File: src/rtl/div_pkg.sv
// Shared types and constants for the sequential divider: FSM state encoding,
// default operand width and the start-to-done latency that follows from it.
package div_pkg;

    typedef enum logic [1:0] {
        IDLE,
        RUN,
        FIX,
        DONE
    } div_state_e;

    localparam int DIV_W   = 32;
    localparam int DIV_LAT = DIV_W + 2;

endpackage

File: src/rtl/div_step.sv
// One restoring-division iteration: shift {rem,quo} left, trial-subtract the
// divisor, keep the difference on no borrow and shift the outcome into quo.
module div_step #(
    parameter int WIDTH = 32
) (
    input  logic [WIDTH-1:0] rem_i,
    input  logic [WIDTH-1:0] quo_i,
    input  logic [WIDTH-1:0] dvs_i,
    output logic [WIDTH-1:0] rem_o,
    output logic [WIDTH-1:0] quo_o
);

    logic [WIDTH:0]   shifted;
    logic [WIDTH-1:0] diff;
    logic             no_borrow;

    // rem < dvs on entry, so a successful difference always fits in WIDTH bits
    always_comb begin
        shifted   = {rem_i, quo_i[WIDTH-1]};
        no_borrow = (shifted >= {1'b0, dvs_i});
        diff      = shifted[WIDTH-1:0] - dvs_i;
        rem_o     = no_borrow ? diff : shifted[WIDTH-1:0];
        quo_o     = {quo_i[WIDTH-2:0], no_borrow};
    end

endmodule

File: src/rtl/seq_divider.sv
// Multi-cycle restoring divider (WIDTH RUN steps + FIX + DONE).
// Define SEQ_DIVIDER_SIGNED_EN to honour signed_op; otherwise all operands are unsigned.
module seq_divider
    import div_pkg::*;
#(
    parameter int WIDTH = DIV_W
) (
    input  logic             clk,
    input  logic             rst,
    input  logic             start,
    input  logic             signed_op,
    input  logic [WIDTH-1:0] dividend,
    input  logic [WIDTH-1:0] divisor,
    output logic             busy,
    output logic             done,
    output logic [WIDTH-1:0] quotient,
    output logic [WIDTH-1:0] remainder,
    output logic             div_by_zero
);

    localparam int               CNT_W     = $clog2(WIDTH) + 1;
    localparam logic [CNT_W-1:0] LAST_STEP = CNT_W'(WIDTH - 1);

    div_state_e       state_q, state_d;
    logic [CNT_W-1:0] cnt_q, cnt_d;
    logic             busy_q, busy_d;
    logic             done_q, done_d;
    logic             dbz_q, dbz_d;
    logic [WIDTH-1:0] quotient_q, quotient_d;
    logic [WIDTH-1:0] remainder_q, remainder_d;
    logic [WIDTH-1:0] rem_q, rem_d;
    logic [WIDTH-1:0] quo_q, quo_d;
    logic [WIDTH-1:0] dvs_q, dvs_d;
    logic [WIDTH-1:0] dvd_mag, dvs_mag;
    logic [WIDTH-1:0] step_rem, step_quo;

`ifdef SEQ_DIVIDER_SIGNED_EN
    logic neg_quo_q, neg_quo_d;
    logic neg_rem_q, neg_rem_d;
    logic dvd_neg, dvs_neg;

    always_comb begin
        dvd_neg = signed_op & dividend[WIDTH-1];
        dvs_neg = signed_op & divisor[WIDTH-1];
        dvd_mag = dvd_neg ? -dividend : dividend;
        dvs_mag = dvs_neg ? -divisor : divisor;
    end
`else
    logic unused_signed_op;
    assign unused_signed_op = signed_op;
    assign dvd_mag          = dividend;
    assign dvs_mag          = divisor;
`endif

    div_step #(.WIDTH(WIDTH)) u_step (
        .rem_i (rem_q),
        .quo_i (quo_q),
        .dvs_i (dvs_q),
        .rem_o (step_rem),
        .quo_o (step_quo)
    );

    always_comb begin
        state_d     = state_q;
        cnt_d       = cnt_q;
        busy_d      = busy_q;
        done_d      = 1'b0;
        dbz_d       = dbz_q;
        quotient_d  = quotient_q;
        remainder_d = remainder_q;
        rem_d       = rem_q;
        quo_d       = quo_q;
        dvs_d       = dvs_q;
`ifdef SEQ_DIVIDER_SIGNED_EN
        neg_quo_d   = neg_quo_q;
        neg_rem_d   = neg_rem_q;
`endif
        case (state_q)
            IDLE, DONE: begin
                if (start) begin
                    cnt_d = '0;
                    if (divisor == '0) begin
                        // zero divisor resolves immediately with the raw dividend
                        state_d     = DONE;
                        done_d      = 1'b1;
                        busy_d      = 1'b0;
                        dbz_d       = 1'b1;
                        quotient_d  = '1;
                        remainder_d = dividend;
                    end else begin
                        state_d = RUN;
                        busy_d  = 1'b1;
                        rem_d   = '0;
                        quo_d   = dvd_mag;
                        dvs_d   = dvs_mag;
`ifdef SEQ_DIVIDER_SIGNED_EN
                        neg_quo_d = dvd_neg ^ dvs_neg;
                        neg_rem_d = dvd_neg;
`endif
                    end
                end else if (state_q == DONE) begin
                    state_d = IDLE;
                end
            end
            RUN: begin
                rem_d = step_rem;
                quo_d = step_quo;
                cnt_d = cnt_q + CNT_W'(1);
                if (cnt_q == LAST_STEP) begin
                    state_d = FIX;
                end
            end
            FIX: begin
                state_d = DONE;
                busy_d  = 1'b0;
                done_d  = 1'b1;
                dbz_d   = 1'b0;
`ifdef SEQ_DIVIDER_SIGNED_EN
                quotient_d  = neg_quo_q ? -quo_q : quo_q;
                remainder_d = neg_rem_q ? -rem_q : rem_q;
`else
                quotient_d  = quo_q;
                remainder_d = rem_q;
`endif
            end
            default: state_d = IDLE;
        endcase
    end

    always_ff @(posedge clk) begin
        if (rst) begin
            state_q     <= IDLE;
            cnt_q       <= '0;
            busy_q      <= 1'b0;
            done_q      <= 1'b0;
            dbz_q       <= 1'b0;
            quotient_q  <= '0;
            remainder_q <= '0;
        end else begin
            state_q     <= state_d;
            cnt_q       <= cnt_d;
            busy_q      <= busy_d;
            done_q      <= done_d;
            dbz_q       <= dbz_d;
            quotient_q  <= quotient_d;
            remainder_q <= remainder_d;
        end
    end

    // working datapath needs no reset: it is always loaded on an accepted start
    always_ff @(posedge clk) begin
        rem_q <= rem_d;
        quo_q <= quo_d;
        dvs_q <= dvs_d;
`ifdef SEQ_DIVIDER_SIGNED_EN
        neg_quo_q <= neg_quo_d;
        neg_rem_q <= neg_rem_d;
`endif
    end

    assign busy        = busy_q;
    assign done        = done_q;
    assign div_by_zero = dbz_q;
    assign quotient    = quotient_q;
    assign remainder   = remainder_q;

endmodule

File: config.mk
export PLATFORM = sky130hd
export DESIGN_NAME = seq_divider
export DESIGN_NICKNAME = d
export VERILOG_FILES = /design/src/rtl/div_pkg.sv /design/src/rtl/div_step.sv /design/src/rtl/seq_divider.sv
export SDC_FILE = /design/constraint.sdc
export NUM_CORES = 1
export LEC_CHECK = 0
export ABC_AREA = 1
export ABC_CLOCK_PERIOD_IN_PS = 11700
export CORE_AREA = 2 2 158 160
export DETAILED_ROUTE_END_ITERATION = 7
export DIE_AREA = 0 0 160 162
export DONT_BUFFER_PORTS = 1
export SLEW_MARGIN = 10
export SYNTH_ARGS = -nofsm -noshare
export SYNTH_HDL_FRONTEND = slang
export SYNTH_HIERARCHICAL = 1
export SYNTH_SLANG_ARGS = --single-unit
File: constraint.sdc
create_clock -name clk -period 11.7 [get_ports clk]
set_clock_uncertainty 0.05 [all_clocks]
set_input_delay 1.17 -clock clk [delete_from_list [all_inputs] [get_ports clk]]
set_output_delay 1.17 -clock clk [all_outputs]
set_load 0.02 [all_outputs]
==> impl_metrics.ini <==
[timing]
max_slew_margin_pct = 24.2
timing.hold.ws_ps = 430
rsz0062_at_grt = false
timing.final.crit_share_pct = 27.6
timing.fmax_mhz = 310
worstMarginPinSlew_ps = 1140
setup_ws_ps = 8480
setup_viol = 0
slew_viol_final = 0
finalHoldViolations = 0
period_minus_slack_ps = 3220
setup_tns_ps = 0

[critical_path]
arrival_ps = 3370
crit_type = flip-flop to flip-flop
critPathMaxFanout = 35
required_ps = 11840
end_kind = flip-flop
start_kind = flip-flop

[logic_synthesis]
syn_inst = 1512
synth_fp_nets = 1617
ys_seq_elements = 171
yosys.area.top_type = edfxtp_1
syn-cell-area_um2 = 10700
ys.flop_type = edfxtp_1
synth_cell_types = 37
async_flop_share_pct = 0
yosys_warnings = 6
synthTopCellsByCount = 487 x nand2_1, 225 x inv_1, 178 x nor2_1
synth_area_leaders = edfxtp_1 27%, nand2_1 17%, dfxtp_1 14%
synth_edf_count = 96
avgSynthCellArea_um2 = 7.10
synth.most_common_cell = nand2_1
ys_seq_area_share_pct = 40.9
synth.top_cell.area_share_pct = 26.9

[floorplanning]
start_util_pct = 44.5
dieArea_um2 = 25900
die_w_um = 160
die_y_um = 162
num_rows = 57
core_area_um2 = 24100
io_pins = 135

[grt]
antenna_found_initial = 0
overflow = 0
grtUsageTotal_pct = 21.5
grt_pass1_vias = 7975
grt_max_degree = 101
grt_pass1_wl_um = 43700

[clocking]
post_cts_buffers = 0
ctsHoldBuffers = 0
h-tree-depth = 4
clk_latency_ps = 440
cts_tree = built
path_clk_slew_ps = 70
numCtsBuffers = 17
cts_sinks = 171
ctsResizeCount = 0
root_buffer = clkbuf_16
cts_max_path_buffers = 2

[final_layout]
diodes = 0
fillers = 2543
finalInstanceArea_um2 = 11200
area_growth_pct = 4.49
drive_above_1_share_pct = 5.69
fin_nets = 1551

[place]
hpwl_um = 19900
gp_congestion = 0.867
place_area_um2 = 10600
portBuffers = 0
pre_cts_ws_ps = 8140

[routing]
drt_iter0_drc = 645
routed_wl_um = 27600
dr.pass1.iters = 5
drtAntennaViolNets = 0
vias = 8690
avgViaCountPerCell = 4.87
drc = 0
wire_per_inst_um = 15.5

[pwr]
ir_drop_uv = 75.0
p_leak_nw = 5.50
p_per_area_nw_per_um2 = 183
power_mw = 2.05

[worst_hold_path]
min_path_type = flip-flop to flip-flop

[run]
drv_cap = 0

[status]
outcome = finished, final reports clean
## layout by cell type, fill, tap and decap left out, types with 2 or more instances in the layout
| cell type | synthesis | routed |
|---|---|---|
| a21oi_1 | 69 | 69 |
| and2_1 | 9 | 9 |
| buf_4 | 34 | 6 |
| clkbuf_16 | 0 | 17 |
| clkinv_8 | 0 | 2 |
| clkinvlp_4 | 0 | 2 |
| dfxtp_1 | 75 | 75 |
| edfxtp_1 | 96 | 96 |
| ha_1 | 36 | 34 |
| ha_2 | 0 | 2 |
| inv_1 | 225 | 224 |
| inv_2 | 2 | 3 |
| inv_6 | 0 | 6 |
| inv_8 | 0 | 3 |
| nand2_1 | 487 | 486 |
| nand2_2 | 5 | 6 |
| nand3_1 | 56 | 56 |
| nand3_2 | 17 | 17 |
| nand3b_1 | 48 | 48 |
| nand4_1 | 2 | 2 |
| nor2_1 | 178 | 177 |
| nor2_2 | 2 | 2 |
| nor2_4 | 2 | 3 |
| nor3_1 | 7 | 7 |
| nor3_2 | 2 | 2 |
| nor3b_1 | 3 | 3 |
| o21ai_0 | 71 | 71 |
| o21bai_1 | 2 | 2 |
| or2_2 | 7 | 7 |
| xor2_1 | 13 | 13 |
## routing by layer
metal / share of wire, % / global-route usage [%]
met5: 0 / 0
met4: 1.6 / 5.61
met3: 5.5 / 3.63
met2: 45 / 33.8
met1: 48 / 30.8
## registers in the layout, indices dropped and copies added (netlist names)
| signal | cells |
|---|---|
| busy | 1 |
| cnt_q | 6 |
| div_by_zero | 1 |
| done | 1 |
| dvs_q | 32 |
| quo_q | 32 |
| quotient | 32 |
| rem_q | 32 |
| remainder | 32 |
| state_q | 2 |
## cell families after synthesis
logic type,synth area share [%]
simple gates,33.5
xor+xnor,1.14
compound gates,6.86
buf+inv,13.3
fa+ha+maj,4.38
flops,40.9
## worst max-delay path, cell delays in order, from the launching register on
cell      delay, ps
edfxtp_1        520
ha_1            420
nand2_1         130
nor2_1           80
nand2_1         100
nor2_1           90
nand2_1          80
nand3_2          80
nor2_4          720
nand2_8         330
nand3_2         200
nand2_1          60
nand2_1          60
inv_1            50
## where the power goes
part / switching [mW] / leakage [nW] / internal [mW] / total [mW]
Combinational: 0.466 / 3.68 / 0.214 / 0.680
Sequential: 0.0713 / 1.55 / 0.738 / 0.809
Clock: 0.276 / 0.277 / 0.284 / 0.560
## metrics by stage
| step | util [%] | std cells |
|---|---|---|
| global route | 46.5 | 1783 |
| floorplan | - | 1512 |
| CTS | 46.5 | 1783 |
| finish | 46.5 | 1783 |
| global placement | 44.1 | 1751 |
| detailed placement | 44.1 | 1751 |
## worst paths after layout
check                           startpoint   endpoint  slack, ps  cells past startpoint
worst min register to register    cnt_q[1]   cnt_q[1]        430                      2
worst min-delay path              cnt_q[1]   cnt_q[1]        430                      2
worst max register to register   rem_q[15]  rem_q[24]       8480                     13
worst max-delay path             rem_q[15]  rem_q[24]       8480                     13
## layout make-up
type | count | area [µm²] | share of cell area (%)
clock inverter | 15 | 148 | 1.32
tap | 324 | 405 | 3.62
multi-input combinational | 1023 | 4950 | 44.2
inverter | 227 | 852 | 7.60
sequential | 171 | 4380 | 39.1
clock buffer | 17 | 425 | 3.79
timing repair buffer | 6 | 45.0 | 0.402
No activity file was read; power rests on OpenSTA's default activity.
